<file path="src/rtl/arm_mem_pkg.sv">
// Shared encodings for the memory bus unit: request kinds/sizes, FSM states
// and lane geometry helpers.
package arm_mem_pkg;

    typedef enum logic [1:0] {
        KindFetch = 2'b00,
        KindLoad  = 2'b01,
        KindStore = 2'b10,
        KindRsvd  = 2'b11
    } req_kind_e;

    typedef enum logic [1:0] {
        SizeByte = 2'b00,
        SizeHalf = 2'b01,
        SizeWord = 2'b10,
        SizeRsvd = 2'b11
    } req_size_e;

    typedef enum logic [1:0] {
        StIdle   = 2'b00,
        StAccess = 2'b01,
        StDone   = 2'b10
    } state_e;

    function automatic int unsigned lane_count(input int unsigned data_w);
        return data_w / 8;
    endfunction

    function automatic int unsigned lane_bits(input int unsigned data_w);
        return $clog2(data_w / 8);
    endfunction

endpackage

</file>
<file path="src/rtl/mem_bus_unit_if.sv">
// Request/response and external RAM signals of the memory bus unit.
// slave is the unit itself; master is the sequencer plus RAM around it.
interface mem_bus_unit_if #(
    parameter int unsigned ADDR_W = 32,
    parameter int unsigned DATA_W = 32
);
    logic                  req_valid;
    logic                  req_ready;
    logic [1:0]            req_kind;
    logic [1:0]            req_size;
    logic                  req_signed;
    logic [ADDR_W-1:0]     req_addr;
    logic [31:0]           req_wdata;
    logic [31:0]           ir;
    logic [31:0]           mrdr;
    logic                  done;
    logic                  err;
    logic                  ram_cs;
    logic                  ram_we;
    logic                  ram_oe;
    logic [ADDR_W-1:0]     ram_address;
    logic [DATA_W/8-1:0]   ram_byte_en;
    logic [DATA_W-1:0]     ram_data_in;
    logic [DATA_W-1:0]     ram_data_out;
    logic                  ram_ready;

    modport master (
        output req_valid, req_kind, req_size, req_signed, req_addr, req_wdata,
        output ram_data_out, ram_ready,
        input  req_ready, ir, mrdr, done, err,
        input  ram_cs, ram_we, ram_oe, ram_address, ram_byte_en, ram_data_in
    );

    modport slave (
        input  req_valid, req_kind, req_size, req_signed, req_addr, req_wdata,
        input  ram_data_out, ram_ready,
        output req_ready, ir, mrdr, done, err,
        output ram_cs, ram_we, ram_oe, ram_address, ram_byte_en, ram_data_in
    );

endinterface

</file>
<file path="src/rtl/mem_lane_align.sv">
// Little-endian lane steering: read extraction with sign extension, and store
// data replication with byte-enable generation.
module mem_lane_align
    import arm_mem_pkg::*;
#(
    parameter int unsigned DATA_W = 32
) (
    input  logic [lane_bits(DATA_W)-1:0]  wr_lane,
    input  req_size_e                     wr_size,
    input  logic                          wr_read,
    input  logic [31:0]                   wr_data,
    output logic [lane_count(DATA_W)-1:0] byte_en,
    output logic [DATA_W-1:0]             data_rep,
    input  logic [lane_bits(DATA_W)-1:0]  rd_lane,
    input  req_size_e                     rd_size,
    input  logic                          rd_signed,
    input  logic [DATA_W-1:0]             rd_data,
    output logic [31:0]                   rd_word,
    output logic [31:0]                   rd_result
);
    localparam int unsigned LANES = lane_count(DATA_W);
    localparam int unsigned LB    = lane_bits(DATA_W);

    logic [LB-1:0]    word_lane;
    logic [7:0]       rd_byte;
    logic [15:0]      rd_half;
    logic [LANES-1:0] be_base;

    always_comb begin
        word_lane       = rd_lane;
        word_lane[1:0]  = 2'b00;
        rd_byte         = rd_data[{rd_lane, 3'b000} +: 8];
        rd_half         = rd_data[{rd_lane, 3'b000} +: 16];
        rd_word         = rd_data[{word_lane, 3'b000} +: 32];
        rd_result       = rd_word;
        unique case (rd_size)
            SizeByte: rd_result = {{24{rd_signed & rd_byte[7]}}, rd_byte};
            SizeHalf: rd_result = {{16{rd_signed & rd_half[15]}}, rd_half};
            default:  rd_result = rd_word;
        endcase
    end

    always_comb begin
        data_rep = {(LANES / 4){wr_data}};
        be_base  = LANES'(4'b1111);
        unique case (wr_size)
            SizeByte: begin
                data_rep = {LANES{wr_data[7:0]}};
                be_base  = LANES'(4'b0001);
            end
            SizeHalf: begin
                data_rep = {(LANES / 2){wr_data[15:0]}};
                be_base  = LANES'(4'b0011);
            end
            default: begin
                data_rep = {(LANES / 4){wr_data}};
                be_base  = LANES'(4'b1111);
            end
        endcase
        byte_en = wr_read ? {LANES{1'b1}} : (be_base << wr_lane);
    end

endmodule

</file>
<file path="src/rtl/mem_bus_unit.sv">
// Memory request/response engine: sequences fetch/load/store RAM cycles with
// wait states, a ready handshake and optional timeout; owns ir and mrdr.
module mem_bus_unit
    import arm_mem_pkg::*;
#(
    parameter int unsigned ADDR_W      = 32,
    parameter int unsigned DATA_W      = 32,
    parameter int unsigned WAIT_STATES = 1,
    parameter int unsigned TIMEOUT     = 0
) (
    input logic           clk,
    input logic           rst,
    mem_bus_unit_if.slave bus
);
    localparam int unsigned LANES = lane_count(DATA_W);
    localparam int unsigned LB    = lane_bits(DATA_W);

    state_e            state_q, state_d;
    logic              req_ready_q;
    req_kind_e         kind_q;
    req_size_e         size_q;
    logic              signed_q;
    logic [ADDR_W-1:0] addr_q;
    logic              err_q;
    logic [31:0]       cnt_q;
    logic [31:0]       ir_q;
    logic [31:0]       mrdr_q;
    logic [LANES-1:0]  be_q;
    logic [DATA_W-1:0] wdata_q;

    req_kind_e         in_kind;
    req_size_e         in_size;
    logic              misalign;
    logic              accept;
    logic              access_end;
    logic              access_tmo;
    logic [LANES-1:0]  wr_be;
    logic [DATA_W-1:0] wr_rep;
    logic [31:0]       rd_word;
    logic [31:0]       rd_result;

    // Fetch is always a word access regardless of req_size.
    always_comb begin
        in_kind  = req_kind_e'(bus.req_kind);
        in_size  = (in_kind == KindFetch) ? SizeWord : req_size_e'(bus.req_size);
        misalign = 1'b0;
        unique case (in_size)
            SizeByte: misalign = 1'b0;
            SizeHalf: misalign = bus.req_addr[0];
            default:  misalign = |bus.req_addr[1:0];
        endcase
    end

    assign accept     = (state_q == StIdle) && req_ready_q && bus.req_valid;
    assign access_end = (state_q == StAccess) && (cnt_q >= WAIT_STATES) && bus.ram_ready;
    assign access_tmo = (state_q == StAccess) && !access_end && (TIMEOUT != 0) &&
                        (cnt_q == TIMEOUT - 1);

    mem_lane_align #(
        .DATA_W (DATA_W)
    ) u_align (
        .wr_lane   (bus.req_addr[LB-1:0]),
        .wr_size   (in_size),
        .wr_read   (in_kind != KindStore),
        .wr_data   (bus.req_wdata),
        .byte_en   (wr_be),
        .data_rep  (wr_rep),
        .rd_lane   (addr_q[LB-1:0]),
        .rd_size   (size_q),
        .rd_signed (signed_q),
        .rd_data   (bus.ram_data_out),
        .rd_word   (rd_word),
        .rd_result (rd_result)
    );

    // req_ready is registered so it reads 0 while reset is held.
    always_ff @(posedge clk or negedge rst) begin
        if (!rst) begin
            state_q     <= StIdle;
            req_ready_q <= 1'b0;
        end else begin
            state_q     <= state_d;
            req_ready_q <= (state_d == StIdle);
        end
    end

    always_comb begin
        state_d = state_q;
        unique case (state_q)
            StIdle:   if (accept) state_d = misalign ? StDone : StAccess;
            StAccess: if (access_end || access_tmo) state_d = StDone;
            StDone:   state_d = StIdle;
            default:  state_d = StIdle;
        endcase
    end

    always_comb begin
        bus.ram_cs      = (state_q == StAccess);
        bus.ram_oe      = (state_q == StAccess) && (kind_q != KindStore);
        bus.ram_we      = (state_q == StAccess) && (kind_q == KindStore);
        bus.done        = (state_q == StDone);
        bus.err         = (state_q == StDone) && err_q;
        bus.req_ready   = req_ready_q;
        bus.ir          = ir_q;
        bus.mrdr        = mrdr_q;
        bus.ram_address = {addr_q[ADDR_W-1:LB], {LB{1'b0}}};
        bus.ram_byte_en = be_q;
        bus.ram_data_in = wdata_q;
    end

    always_ff @(posedge clk or negedge rst) begin
        if (!rst) begin
            kind_q   <= KindFetch;
            size_q   <= SizeByte;
            signed_q <= 1'b0;
            addr_q   <= '0;
            err_q    <= 1'b0;
            cnt_q    <= '0;
            ir_q     <= '0;
            mrdr_q   <= '0;
            be_q     <= '0;
            wdata_q  <= '0;
        end else begin
            if (accept) begin
                kind_q   <= in_kind;
                size_q   <= in_size;
                signed_q <= bus.req_signed;
                addr_q   <= bus.req_addr;
                be_q     <= wr_be;
                wdata_q  <= wr_rep;
                err_q    <= misalign;
                cnt_q    <= '0;
            end else if (state_q == StAccess) begin
                if (cnt_q != '1) cnt_q <= cnt_q + 32'd1;
                if (access_tmo) err_q <= 1'b1;
            end
            if (access_end) begin
                if (kind_q == KindFetch) begin
                    ir_q <= rd_word;
                end else if (kind_q != KindStore) begin
                    mrdr_q <= rd_result;
                end
            end
        end
    end

endmodule
</file>
<file path="src/flat_wrapper.sv">
// flat-port wrapper written by rule: the top's interface ports become plain ports
module mem_bus_unit_flat import arm_mem_pkg::*;
#(
    parameter int unsigned ADDR_W      = 32,
    parameter int unsigned DATA_W      = 32,
    parameter int unsigned WAIT_STATES = 1,
    parameter int unsigned TIMEOUT     = 0
)
  (clk, rst, bus_req_valid, bus_req_kind, bus_req_size, bus_req_signed, bus_req_addr, bus_req_wdata, bus_ram_data_out, bus_ram_ready, bus_req_ready, bus_ir, bus_mrdr, bus_done, bus_err, bus_ram_cs, bus_ram_we, bus_ram_oe, bus_ram_address, bus_ram_byte_en, bus_ram_data_in);
  mem_bus_unit_if #(.ADDR_W(ADDR_W), .DATA_W(DATA_W)) bus_i ();
  input logic clk;
  input logic rst;
  input wire logic [$bits(bus_i.req_valid)-1:0] bus_req_valid;
  input wire logic [$bits(bus_i.req_kind)-1:0] bus_req_kind;
  input wire logic [$bits(bus_i.req_size)-1:0] bus_req_size;
  input wire logic [$bits(bus_i.req_signed)-1:0] bus_req_signed;
  input wire logic [$bits(bus_i.req_addr)-1:0] bus_req_addr;
  input wire logic [$bits(bus_i.req_wdata)-1:0] bus_req_wdata;
  input wire logic [$bits(bus_i.ram_data_out)-1:0] bus_ram_data_out;
  input wire logic [$bits(bus_i.ram_ready)-1:0] bus_ram_ready;
  output wire logic [$bits(bus_i.req_ready)-1:0] bus_req_ready;
  output wire logic [$bits(bus_i.ir)-1:0] bus_ir;
  output wire logic [$bits(bus_i.mrdr)-1:0] bus_mrdr;
  output wire logic [$bits(bus_i.done)-1:0] bus_done;
  output wire logic [$bits(bus_i.err)-1:0] bus_err;
  output wire logic [$bits(bus_i.ram_cs)-1:0] bus_ram_cs;
  output wire logic [$bits(bus_i.ram_we)-1:0] bus_ram_we;
  output wire logic [$bits(bus_i.ram_oe)-1:0] bus_ram_oe;
  output wire logic [$bits(bus_i.ram_address)-1:0] bus_ram_address;
  output wire logic [$bits(bus_i.ram_byte_en)-1:0] bus_ram_byte_en;
  output wire logic [$bits(bus_i.ram_data_in)-1:0] bus_ram_data_in;
  assign bus_i.req_valid = bus_req_valid;
  assign bus_i.req_kind = bus_req_kind;
  assign bus_i.req_size = bus_req_size;
  assign bus_i.req_signed = bus_req_signed;
  assign bus_i.req_addr = bus_req_addr;
  assign bus_i.req_wdata = bus_req_wdata;
  assign bus_i.ram_data_out = bus_ram_data_out;
  assign bus_i.ram_ready = bus_ram_ready;
  assign bus_req_ready = bus_i.req_ready;
  assign bus_ir = bus_i.ir;
  assign bus_mrdr = bus_i.mrdr;
  assign bus_done = bus_i.done;
  assign bus_err = bus_i.err;
  assign bus_ram_cs = bus_i.ram_cs;
  assign bus_ram_we = bus_i.ram_we;
  assign bus_ram_oe = bus_i.ram_oe;
  assign bus_ram_address = bus_i.ram_address;
  assign bus_ram_byte_en = bus_i.ram_byte_en;
  assign bus_ram_data_in = bus_i.ram_data_in;
  mem_bus_unit #(.ADDR_W(ADDR_W), .DATA_W(DATA_W), .WAIT_STATES(WAIT_STATES), .TIMEOUT(TIMEOUT)) u_core (.clk(clk), .rst(rst), .bus(bus_i));
endmodule
</file>
<file path="config.mk">
export PLATFORM = sky130hd
export DESIGN_NAME = mem_bus_unit_flat
export DESIGN_NICKNAME = d
export VERILOG_FILES = /design/src/rtl/arm_mem_pkg.sv /design/src/rtl/mem_bus_unit_if.sv /design/src/rtl/mem_lane_align.sv /design/src/rtl/mem_bus_unit.sv /design/src/flat_wrapper.sv
export SDC_FILE = /design/constraint.sdc
export NUM_CORES = 1
export LEC_CHECK = 0
export BUFFER_PORTS_ARGS = -buffer_cell sky130_fd_sc_hd__buf_2
export CORE_MARGIN = 1
export CORE_UTILIZATION = 50
export CTS_CLUSTER_SIZE = 16
export DETAILED_ROUTE_END_ITERATION = 10
export PLACE_DENSITY = 0.84
export SLEW_MARGIN = 10
export SYNTH_ARGS = -nofsm -noshare
export SYNTH_HDL_FRONTEND = slang
export SYNTH_SLANG_ARGS = --single-unit
</file>
<file path="constraint.sdc">
create_clock -name clk -period 2.69 [get_ports clk]
set_input_delay 0.269 -clock clk [delete_from_list [all_inputs] [get_ports clk]]
set_output_delay 0.269 -clock clk [all_outputs]
set_load 0.05 [all_outputs]
</file>
Word-level counts from Yosys, hierarchy flattened. Cells that the tools add are included.

Add/sub/neg operators: 1. Magnitude comparators: 1. Eq/ne operators: 8. Shift operators: 3. Multiplexer cells: 13. Bitwise operators: 3. Reductions and logical operators: 19.

Operators by type and width (count): 32-bit one-hot mux with 2 select lines (2); 32-bit two-way mux (3); 32-bit by 1-bit adder with 32-bit output, second input constant (1); 32-bit by 1-bit >= comparator with 1-bit output, second input constant (1); 32-bit inequality test, second input constant (1); 32-bit by 6-bit variable part select with 16-bit output (1); 32-bit by 6-bit variable part select with 8-bit output (1); 2-bit zero test (6); 2-bit two-way mux (4); 4-bit one-hot mux with 2 select lines (1); 1-bit logical AND (7); 2-bit by 1-bit == test with 1-bit output, second input constant (3); 2-bit == test, second input constant (2); 4-bit two-way mux (1); 2-bit inequality test, second input constant (2); 2-bit one-hot mux with 2 select lines (1); 2-bit AND reduction (2); 2-bit nonzero test (2); 4-bit by 2-bit << shifter with 4-bit output (1); 3-bit AND reduction (1); 1-bit bitwise AND (2); 1-bit one-hot mux with 2 select lines (1); 2-bit OR reduction (1); 1-bit NOT (1).

Register bits: 173. Output and inout port bits: 138.

Depth between registers and ports, before layout. Gate-level depths: netlist of run 1.

Depth after elaboration: 8. Depth in mapped cells: 9. Gate-level depth less buffers: 7.

Modules after synthesis. Synthesis of run 1 repeated with hierarchy kept, for this count alone.

Cells, all modules: 921. Area, all modules: 8886.0 µm².

Modules (own cells, without submodules): mem_bus_unit (times used 1, cells each 715, area an instance 7454.6 µm²); mem_lane_align (times used 1, cells each 206, area an instance 1431.4 µm²).

Worst setup path before layout of run 1. No wires, ideal clock.

Kind: reg2reg. From: register u_core.cnt_q[0]. To: register u_core.ir_q[1], in the netlist u_core.bus.ir[1]. Library setup time: 128 ps. Arrival time: 1950 ps. Required time: 2562 ps. Path slack: 612 ps. Stages on the path, launching flop included: 10. Cell sequence: dfrtp_1 > inv_1 > ha_1 > nor4b_1 > nand4_1 > o21ai_1 > or4_1 > buf_2 > buf_2 > mux2_1.

Longest elaborated chain between the ends: 4.

Ends and longest elaborated chain: from (decl) (line mem_bus_unit.sv:25) `logic [31:0] cnt_q;`; from (signal assigned) (line mem_bus_unit.sv:134) `if (cnt_q != '1) cnt_q <= cnt_q + 32'd1;`; 32-bit by 1-bit >= comparator with 1-bit output (line mem_bus_unit.sv:55) `assign access_end = (state_q == StAccess) && (cnt_q >= WAIT_STATES) && bus.ram_ready;`; 1-bit logical AND (2 in series) (line mem_bus_unit.sv:55); 2-bit AND reduction (no source line); to (signal assigned) (line mem_bus_unit.sv:139) `ir_q <= rd_word;`; to (decl) (line mem_bus_unit.sv:26) `logic [31:0] ir_q;`.

Every way passes these cells. A chain may end at the register's enable or synchronous reset.

Worst setup path in the final report of run 1.
From: register u_core.cnt_q[1]. To: register u_core.ir_q[4], in the netlist u_core.bus.ir[4].

The elaborated chain is that of the path after synthesis.

==> qor.yml, run 1 <==
synth-xor-area-share: 0.0214
max_freq_mhz: 437
worstReg2RegStart: "u_core.cnt_q[1]$_DFFE_PN0P_"
power_frac_clock: 0.176
maxCapViolCount: 0
die_height_um: 130
fillers: 1342
critical-path-max-stage-delay_ps: 410
peakVddDrop_v: 0.000835
synth_cell_type_count: 62
path_clk_slew_ps: 80
io_pins: 243
io_buffers: 240
crit_required_ps: 3000
ctsResizeCount: 0
synth_compound_area_frac: 0.122
status: "finished, final reports clean"
synth_top_family_by_area: "simple AND/OR/NAND/NOR gates"
grt-ovfl-total: 0
internal_power_mw: 6.67
clock-root-buffer: "clkbuf_16"
rsz0062_at_grt: "false"
power_density_nw_per_um2: 1400
drv_slew: 0
power_frac_seq: 0.310
worstReg2RegEnd: "u_core.bus.ir[4]$_DFFE_PN0P_"
final_cell_mix: "239 x buf_2, 175 x nand2_1, 173 x dfrtp_1"
crit_type: "flop to flop"
final.min_clock_period_ps: 2290
viasPerCell: 5.48
synth.area.mux_share: 0.0676
ys_warn_count: 0
fin_tns_setup_ps: 0
hold_violations: 0
fin_crit_sh: 0.851
synth_edf_count: 0
cts_tree: "yes"
row_count: 46
yosysSeqAreaShare: 0.529
cp-start-kind: "flop"
clock_latency_ps: 430
remaining_drc_errors: 0
setup_viol: 0
synth_area_um2: 8180
postRouteAntennaNets: 0
end_kind: "flop"
netlist_instances: 811
die_x_um: 130
p_leak_nw: 4.92
synth_fa_ha_area_frac: 0.00459
hold_depth: 3
drt-total-wl_um: 20800
dp_hpwl_um: 14900
nNetsFinal: 1113
min_from: "bus_req_addr[5]"
dominantRegCellSynth: "dfrtp_1"
antenna_found_initial: 1
core-area_um2: 15900
grt_pass1_wl_um: 32000
first_pass_iters: 5
cts_buffer_depth: 2
reg2reg_depth: 8
die_area_um2: 16900
hold_class: "primary input to flop"
h-tree-depth: 4
grt_pass1_vias: 6313
switching_share: 0.522
async_reset_ff_frac: 1.00
synth_area_per_cell_um2: 10.1
cts_buffers: 17
crit_path_max_fanout: 32
via_count: 6765
gp_congestion: 0.834
area_growth_pct: 21.8
ys_seq_elements: 173
grtUsageTotal: 0.249
cp_data_arrival_time_ps: 2600
startpoint: "u_core.cnt_q[1]$_DFFE_PN0P_"
layout_commonest_cell: "buf_2"
first_iter_violations: 464
drive_above_1_share: 0.334
regToRegSetupSlack_ps: 400
worst_slew_pin_slew_ps: 1000
crit_slowest_cell: "dfrtp_1"
switching_power_mw: 7.27
maxSlewHeadroom: 0.326
power.total_mw: 13.9
cts_sinks: 173
hold_end: "u_core.addr_q[5]$_DFFE_PN0P_"
wire_per_inst_um: 16.8
initial_core_util: 0.513
pwr-share-comb: 0.514
yosys.area_share.simple: 0.188
skew_ps: 7.65
grt_max_degree: 92
cp_cell_sequence: "inv_1 -> ha_1 -> nor4b_1 -> nand4_1 -> o21ai_1 -> or4_1 -> buf_12 -> mux2_2"
==> power groups by stage <==
stage	clock network (mW)	registers (mW)	logic (mW)
global placement	0	4.34	7.08
CTS	2.50	4.33	7.21
global route	2.60	4.46	7.62
floorplan	0	6.88	3.17
detailed placement	0	4.35	7.21
finish	2.45	4.33	7.17
==> cell usage after synthesis, drive strengths merged, types with 5 or more instances <==
| cell type | number | share of area |
|---|---|---|
| nand4 | 13 | 0.011 |
| nor3 | 8 | 0.0055 |
| clkbuf | 37 | 0.022 |
| nor2 | 64 | 0.029 |
| dfrtp | 173 | 0.53 |
| nand3 | 14 | 0.0098 |
| nor4 | 17 | 0.019 |
| mux2i | 17 | 0.021 |
| a211oi | 9 | 0.0089 |
| buf | 44 | 0.038 |
| o21ai | 34 | 0.021 |
| and4 | 5 | 0.0058 |
| nand2 | 175 | 0.080 |
| a222oi | 7 | 0.0086 |
| inv | 13 | 0.0060 |
| and3 | 5 | 0.0038 |
| a31oi | 29 | 0.022 |
| o221ai | 6 | 0.0064 |
| or3 | 5 | 0.0038 |
| xnor2 | 20 | 0.021 |
| a221o | 16 | 0.020 |
| mux2 | 34 | 0.047 |
| a22o | 8 | 0.0086 |
| a21oi | 18 | 0.011 |
==> sequential cells by signal, summed over array words and instances, names as in the netlist <==
register,count
u_core.addr_q,32
u_core.bus.ir,32
u_core.bus.mrdr,32
u_core.bus.ram_data_in,32
u_core.cnt_q,32
u_core.bus.ram_byte_en,4
u_core.kind_q,2
u_core.size_q,2
u_core.state_q,2
u_core.bus.req_ready,1
u_core.err_q,1
u_core.signed_q,1
==> worst max-delay path: cells and delay by family (launching register included) <==
kind	cells	cell delay, ps
buf+inv	2	300
simple gates	3	640
compound gates	1	250
mux	1	370
fa+ha+maj	1	180
flops	1	410
==> worst max-delay path by stage <==
stage                                                 end  slack (ps)  cells past startpoint
after floorplan              u_core.bus.ir[1]$_DFFE_PN0P_         610                      9
after global placement    u_core.bus.mrdr[21]$_DFFE_PN0P_         550                      8
after detailed placement  u_core.bus.mrdr[19]$_DFFE_PN0P_         470                      8
after CTS                    u_core.bus.ir[4]$_DFFE_PN0P_         430                      8
after global routing         u_core.bus.ir[8]$_DFFE_PN0P_         200                      6
final                        u_core.bus.ir[4]$_DFFE_PN0P_         400                      8
==> through the flow <==
| stage | setup slack, ps | cell area, um2 | hold WS, ps | instances | util |
|---|---|---|---|---|---|
| floorplan | 612 | 8180 | -26.6 | 812 | - |
| CTS | 428 | 9950 | 3.85 | 1234 | 0.624 |
| global route | 197 | 9950 | 12.6 | 1234 | 0.624 |
| global placement | 546 | 9350 | 259 | 1201 | 0.586 |
| detailed placement | 473 | 9350 | 263 | 1201 | 0.586 |
| finish | 401 | 9960 | 21.4 | 1235 | 0.625 |
==> final cells by class <==
cell class | instances | area [um2] | area share
sequential | 173 | 4330 | 0.435
multi-input combinational | 545 | 3330 | 0.334
timing repair buffer | 255 | 1390 | 0.139
clock buffer | 17 | 425 | 0.0427
tap | 216 | 270 | 0.0271
clock inverter | 15 | 169 | 0.0170
inverter | 13 | 48.8 | 0.00490
antenna | 1 | 2.50 | 0.000251
==> routing by layer <==
metal / up-vias / GRT usage / share of wire
li1: 3213 / - / -
met1: 3280 / 0.320 / 0.43
met2: 246 / 0.416 / 0.49
met3: 26 / 0.0615 / 0.061
met4: 0 / 0.0807 / 0.014
met5: - / 0 / 0
==> cell families after synthesis <==
group | count (synthesis)
mux | 51
compound gates | 143
xor+xnor | 20
other cells | 1
simple gates | 326
fa+ha+maj | 3
buf+inv | 94
flops | 173
==> repair_timing <==
action	4_1_cts	5_1_grt
hold buffers	1	0
setup buffers	0	0
endpoints found under the hold margin	53	0
Power figures use the tool's default switching activity.
==> run 2: changes to the inputs <==
--- a/config.mk
+++ b/config.mk
@@ -7,11 +7,11 @@
 export LEC_CHECK = 0
 export BUFFER_PORTS_ARGS = -buffer_cell sky130_fd_sc_hd__buf_2
 export CORE_MARGIN = 1
-export CORE_UTILIZATION = 50
+export CORE_UTILIZATION = 47
 export CTS_CLUSTER_SIZE = 16
 export DETAILED_ROUTE_END_ITERATION = 10
-export PLACE_DENSITY = 0.84
-export SLEW_MARGIN = 10
+export PLACE_DENSITY = 0.83
+export SLEW_MARGIN = 25
 export SYNTH_ARGS = -nofsm -noshare
 export SYNTH_HDL_FRONTEND = slang
 export SYNTH_SLANG_ARGS = --single-unit
==> constraint.sdc (replaced) <==
create_clock -name clk -period 2.04 [get_ports clk]
set_input_delay 0.204 -clock clk [delete_from_list [all_inputs] [get_ports clk]]
set_output_delay 0.204 -clock clk [all_outputs]
set_load 0.05 [all_outputs]
==> run 2 against run 1 <==
  * The flow now finishes with violations (negative setup slack)
  * Cell area increased by 14%
  * Global-route usage increased by 2.2 points
  * Register-to-register slack got worse by 600 ps
  * Sequential power increased by 35%
  * Die area increased by 6.3%
  * Power increased by 42%
  * Sequential share of layout area decreased by 5.3 points
  * Hold slack got worse by 15 ps
  * Fmax increased by 2.1%
  * First-iteration DRC count increased by 20%
  * Wire length increased by 25%
  * Critical endpoint is now u_core.bus.mrdr[25]$_DFFE_PN0P_
  * Largest cell class unchanged
  * Highest routed layer unchanged
==> qor.yml, run 2 (synthesis gave the netlist of run 1 again) <==
regToRegSetupSlack_ps: -200  # -600 ps
cp_cell_sequence: "nor4_1 -> nand4_1 -> buf_4 -> o2111a_2 -> clkbuf_16 -> a31oi_1"
status: "complete, but fails checks"
via_count: 7714  # +14%
reg2reg_depth: 6  # -2
h-tree-depth: 4  # unchanged
grt_pass1_vias: 7373  # +17%
fillers: 1219  # -9.2%
dp_hpwl_um: 16200  # +8.5%
max_freq_mhz: 446  # +2.1%
die_area_um2: 17900  # +6.3%
cts_buffer_depth: 2  # unchanged
cp-start-kind: "flop"
whs_ps: 6.84  # -14.5 ps
grt-ovfl-total: 0  # unchanged
maxSlewHeadroom: 0.417  # +0.0903
grt_pass1_wl_um: 37900  # +18%
final.min_clock_period_ps: 2240  # -47.3 ps
hold_depth: 3  # unchanged
finalWorstSetupSlack_ps: -202  # -603 ps
failed_checks: "negative setup slack"
remaining_drc_errors: 0  # unchanged
crit_path_max_fanout: 11  # -66%
num_antenna_cells: 0  # -1
worstReg2RegEnd: "u_core.bus.mrdr[25]$_DFFE_PN0P_"
viasPerCell: 5.75  # +4.9%
hold_end: "u_core.addr_q[31]$_DFFE_PN0P_"
die_x_um: 134  # +3.1%
drt-total-wl_um: 25900  # +25%
die_height_um: 134  # +3.1%
worst_slew_pin_slew_ps: 872  # -131 ps
drive_above_1_share: 0.403  # +0.0689
nNetsFinal: 1217  # +9.3%
fin_crit_sh: 1.10  # +0.248
power.total_mw: 19.9  # +42%
io_buffers: 240  # unchanged
min_from: "bus_req_addr[31]"
p_leak_nw: 5.57  # +13%
area_growth_pct: 38.5
power_density_nw_per_um2: 1750  # +25%
cts_tree: "yes"
gp_congestion: 0.850  # +1.8%
row_count: 47  # +2.2%
grtUsageTotal: 0.272  # +0.0221
layout_commonest_cell: "buf_2"
wire_per_inst_um: 19.3  # +15%
crit_required_ps: 2360  # -640 ps
hold_class: "primary input to flop"
core-area_um2: 16800  # +5.1%
final_cell_mix: "238 x buf_2, 175 x nand2_1, 173 x dfrtp_1"
instances_no_fill: 1342  # +8.7%
place_inst: 1260  # +4.9%
drv_slew: 0  # unchanged
crit_slowest_cell: "nor4_1"
rsz0062_at_grt: "true"
fin_tns_setup_ps: -7660  # -7660 ps
cts_buffers: 17  # unchanged
clock-root-buffer: "clkbuf_16"
io_pins: 243  # unchanged
critical-path-max-stage-delay_ps: 460  # +50 ps
setup_viol: 65  # +65
first_pass_iters: 5  # unchanged
clock_latency_ps: 430  # about the same
peakVddDrop_v: 0.00146  # +74%
maxCapViolCount: 0  # unchanged
crit_type: "flop to flop"
path_clk_slew_ps: 70  # about the same
hold_violations: 0  # unchanged
first_iter_violations: 556  # +20%
initial_core_util: 0.488  # -0.0250
postRouteAntennaNets: 0  # unchanged
end_kind: "flop"
skew_ps: 12.6  # +4.91 ps
worstReg2RegStart: "u_core.cnt_q[15]$_DFFE_PN0P_"
grt_max_degree: 77  # -16%
cp_data_arrival_time_ps: 2560  # -40 ps
antenna_found_initial: 0  # -1
place_ws_ps: -104  # -576 ps
cts_sinks: 173  # unchanged
## run 2: cell count changes in the layout (fill, tap and decap cells not counted), moves of 6 or more
cell | previous run | this run
buf_4 | 9 | 65
dlygate4sd3_1 | 1 | 38
nor2_1 | 64 | 40
nor2_4 | 0 | 18
nor2_2 | 0 | 6
o21ai_0 | 32 | 26
o221ai_1 | 6 | 0
o221ai_2 | 0 | 6
## run 2: metrics by stage
step | instance area, um2 | util
3_5_place_dp | 9760 | 0.582
3_3_place_gp | 9760 | 0.582
4_1_cts | 10900 | 0.650
2_1_floorplan | 8180 | -
6_report | 11300 | 0.676
5_1_grt | 11300 | 0.676
## run 2: final cells by class
cell class	count	area, um2	share of cell area
Tap cell	220	275	0.0243
Clock inverter	14	179	0.0158
Sequential cell	173	4330	0.382
Multi-Input combinational cell	545	3650	0.322
Clock buffer	18	439	0.0388
Timing Repair Buffer	359	2410	0.212
Inverter	13	48.8	0.00431
## run 2: worst max-delay path by stage
stage	startpoint	endpoint	slack [ps]	cells after the start
after floorplan	u_core.cnt_q[0]$_DFFE_PN0P_	u_core.bus.ir[10]$_DFFE_PN0P_	-20	8
after global placement	u_core.cnt_q[0]$_DFFE_PN0P_	u_core.bus.ir[1]$_DFFE_PN0P_	-50	8
after detailed placement	u_core.cnt_q[0]$_DFFE_PN0P_	u_core.bus.ir[2]$_DFFE_PN0P_	-100	8
after CTS	u_core.cnt_q[0]$_DFFE_PN0P_	u_core.bus.ir[2]$_DFFE_PN0P_	-120	8
after global routing	u_core.cnt_q[15]$_DFFE_PN0P_	u_core.bus.mrdr[25]$_DFFE_PN0P_	-270	6
final	u_core.cnt_q[15]$_DFFE_PN0P_	u_core.bus.mrdr[25]$_DFFE_PN0P_	-200	6
## run 2: per-layer routing
| metal | track usage | up-vias | wire (um) |
|---|---|---|---|
| met5 | 0 | - | 0 |
| met1 | 0.329 | 3767 | 9740 |
| met3 | 0.0605 | 71 | 2030 |
| met2 | 0.469 | 452 | 13400 |
| met4 | 0.108 | 0 | 798 |
| li1 | - | 3424 | - |
## run 2: repair_timing
| action | CTS | global route |
|---|---|---|
| pin swaps | 1 | 12 |
| cloned | 2 | 6 |
| endpoints found under the setup margin | 54 | 83 |
| hold buffers | 38 | 0 |
| buffers inserted | 4 | 2 |
| resized for setup | 15 | 78 |
| endpoints found under the hold margin | 210 | 0 |
## run 2: worst max-delay path, delay by kind of cell (launching register included)
| family | cells | cell delay (ps) |
|---|---|---|
| flops | 1 | 370 |
| buf+inv | 2 | 420 |
| compound gates | 2 | 650 |
| simple gates | 2 | 680 |
## run 2: where the power goes
| group | switching (mW) | internal, mW |
|---|---|---|
| Clock | 1.43 | 1.99 |
| Combinational | 7.66 | 2.91 |
| Sequential | 1.01 | 4.84 |
==> run 3: changes to the inputs <==
--- a/config.mk
+++ b/config.mk
@@ -5,12 +5,13 @@
 export SDC_FILE = /design/constraint.sdc
 export NUM_CORES = 1
 export LEC_CHECK = 0
+export ABC_AREA = 0
 export BUFFER_PORTS_ARGS = -buffer_cell sky130_fd_sc_hd__buf_2
 export CORE_MARGIN = 1
-export CORE_UTILIZATION = 47
+export CORE_UTILIZATION = 50
 export CTS_CLUSTER_SIZE = 16
 export DETAILED_ROUTE_END_ITERATION = 10
-export PLACE_DENSITY = 0.83
+export PLACE_DENSITY = 0.84
 export SLEW_MARGIN = 25
 export SYNTH_ARGS = -nofsm -noshare
 export SYNTH_HDL_FRONTEND = slang
==> constraint.sdc (replaced) <==
create_clock -name clk -period 2.28 [get_ports clk]
set_input_delay 0.228 -clock clk [delete_from_list [all_inputs] [get_ports clk]]
set_output_delay 0.228 -clock clk [all_outputs]
set_load 0.05 [all_outputs]
==> run 3 against run 2 <==
  * The run now ends clean
  * Sequential share of layout area up 3.4 points
  * Register-to-register slack improved by 270 ps
  * Hold slack gained 15 ps
  * Core utilization down 2.3 points
  * Highest routed layer unchanged
  * Critical path type unchanged
  * Setup slack better by 270 ps
  * Non-clock buffer count down 64
==> qor.yml, run 3 (synthesis gave the netlist of run 1 again) <==
grt-ovfl-total: 0  # unchanged
worstReg2RegEnd: "u_core.bus.ir[1]$_DFFE_PN0P_"
regToRegSetupSlack_ps: 60  # +270 ps
drive_above_1_share: 0.334  # -0.0692
path_clk_slew_ps: 70  # about the same
h-tree-depth: 4  # unchanged
crit_slowest_cell: "or4_4"
viasPerCell: 5.57  # -3.2%
nNetsFinal: 1153  # -5.3%
num_antenna_cells: 0  # unchanged
clock-root-buffer: "clkbuf_16"
final.min_clock_period_ps: 2220  # -26.4 ps
grt_max_degree: 67  # -13%
first_iter_violations: 535  # -3.8%
core-area_um2: 15900  # -4.9%
initial_core_util: 0.513  # +0.0250
cts_tree: "yes"
dp_hpwl_um: 15100  # -6.7%
clock_latency_ps: 430  # about the same
area_growth_pct: 27.3
status: "finished, final reports clean"
cp-start-kind: "flop"
worstReg2RegStart: "u_core.cnt_q[1]$_DFFE_PN0P_"
hold_class: "primary input to flop"
antenna_found_initial: 0  # unchanged
critical-path-max-stage-delay_ps: 490  # +30 ps
cts_buffer_depth: 2  # unchanged
pwr-share-comb: 0.512  # -0.021
via_count: 7092  # -8.1%
gp_congestion: 0.854  # +0.47%
cts_buffers: 17  # unchanged
io_pins: 243  # unchanged
wire_per_inst_um: 17.4  # -10%
fillers: 1265  # +3.8%
hold_violations: 0  # unchanged
finalWorstSetupSlack_ps: 64.4  # +266 ps
p_leak_nw: 5.12  # -7.9%
die_height_um: 130  # -3.0%
fin_crit_sh: 0.972  # -0.127
drt-total-wl_um: 22200  # -15%
power_density_nw_per_um2: 1620  # -7.4%
min_from: "bus_req_wdata[7]"
setup_viol: 0  # -100%
layout_commonest_cell: "buf_2"
crit_type: "flop to flop"
remaining_drc_errors: 0  # unchanged
hold_end: "u_core.bus.ram_data_in[7]$_DFFE_PN0P_"
postRouteAntennaNets: 0  # unchanged
hold_depth: 3  # unchanged
die_x_um: 130  # -3.0%
reg2reg_depth: 8  # +2
die_area_um2: 16900  # -5.9%
row_count: 46  # -2.1%
grt_pass1_wl_um: 34200  # -9.7%
final_cell_mix: "239 x buf_2, 175 x nand2_1, 173 x dfrtp_1"
switching_power_mw: 8.52  # -16%
grtUsageTotal: 0.264  # -0.00762
cp_data_arrival_time_ps: 2530  # -30 ps
crit_required_ps: 2590  # +230 ps
max_freq_mhz: 451  # +1.2%
maxCapViolCount: 0  # unchanged
cp_cell_sequence: "inv_1 -> ha_1 -> nor4b_2 -> nand4_1 -> o21ai_1 -> or4_4 -> clkbuf_16 -> mux2_1"
worst_slew_pin_slew_ps: 1070  # +195 ps
io_buffers: 240  # unchanged
peakVddDrop_v: 0.00116  # -20%
cts_sinks: 173  # unchanged
first_pass_iters: 8  # +3
skew_ps: 9.86  # -2.70 ps
internal_power_mw: 8.36  # -14%
place_ws_ps: 146  # +249 ps
maxSlewHeadroom: 0.283  # -0.133
drv_slew: 0  # unchanged
end_kind: "flop"
power_frac_clock: 0.184  # +0.012
finalCoreUtilization: 0.653  # -0.0229
fin_tns_setup_ps: 0  # +7660 ps
switching_share: 0.505  # -0.00451
crit_path_max_fanout: 16  # +5
rsz0062_at_grt: "false"
grt_pass1_vias: 6703  # -9.1%
power_frac_seq: 0.304  # +0.009
-- run 3: stage by stage --
step | hold WS, ps | cell area [um2] | total power [mW] | instances
finish | 22.0 | 10400 | 16.9 | 1274
global placement | 223 | 9440 | 13.6 | 1211
global route | 14.2 | 10400 | 17.7 | 1274
detailed placement | 231 | 9440 | 13.7 | 1211
floorplan | -67.6 | 8180 | 11.9 | 812
CTS | 1.25 | 10400 | 16.9 | 1273
-- run 3: worst max-delay path: cells and delay by family, from the launching register on --
family,cells,cell delay (ps)
AOI/OAI and AO/OA,1,90
and+or+nand+nor,3,770
adders and majority gates,1,180
muxes,1,320
buffers and inverters,2,320
DFF,1,430
-- run 3: routing by layer --
layer | track usage | part of all wire
met2 | 0.444 | 0.49
met3 | 0.0549 | 0.071
met5 | 0 | 0
met4 | 0.115 | 0.027
met1 | 0.330 | 0.41
-- run 3: worst max path at each step --
stage	slack (ps)	cells after the start	startpoint	endpoint
5_1_grt	6	8	u_core.cnt_q[1]$_DFFE_PN0P_	u_core.bus.ir[1]$_DFFE_PN0P_
3_3_place_gp	180	8	u_core.cnt_q[0]$_DFFE_PN0P_	u_core.bus.ir[1]$_DFFE_PN0P_
4_1_cts	50	8	u_core.cnt_q[1]$_DFFE_PN0P_	u_core.bus.ir[7]$_DFFE_PN0P_
6_report	60	8	u_core.cnt_q[1]$_DFFE_PN0P_	u_core.bus.ir[1]$_DFFE_PN0P_
3_5_place_dp	150	8	u_core.cnt_q[0]$_DFFE_PN0P_	u_core.bus.ir[1]$_DFFE_PN0P_
2_1_floorplan	200	9	u_core.cnt_q[0]$_DFFE_PN0P_	u_core.bus.ir[1]$_DFFE_PN0P_
-- run 3: area by class of cell --
type | instances | area, um2 | share of cell area
Timing Repair Buffer | 295 | 1790 | 0.172
Inverter | 13 | 48.8 | 0.00469
Tap cell | 216 | 270 | 0.0260
Sequential cell | 173 | 4330 | 0.416
Multi-Input combinational cell | 545 | 3340 | 0.321
Clock inverter | 13 | 191 | 0.0184
Clock buffer | 19 | 443 | 0.0425
-- run 3: power by group through the flow --
stage | Combinational, mW | Sequential (mW) | Clock [mW]
5_1_grt | 9.16 | 5.29 | 3.27
2_1_floorplan | 3.74 | 8.12 | 0
4_1_cts | 8.64 | 5.13 | 3.15
3_3_place_gp | 8.42 | 5.13 | 0
6_report | 8.64 | 5.14 | 3.10
3_5_place_dp | 8.59 | 5.15 | 0
-- run 3: repair_timing --
item	in CTS	in global routing
setup endpoints to repair	0	32
gates resized for setup	0	3
setup buffers	0	0
hold buffers	30	0
endpoints found under the hold margin	82	0
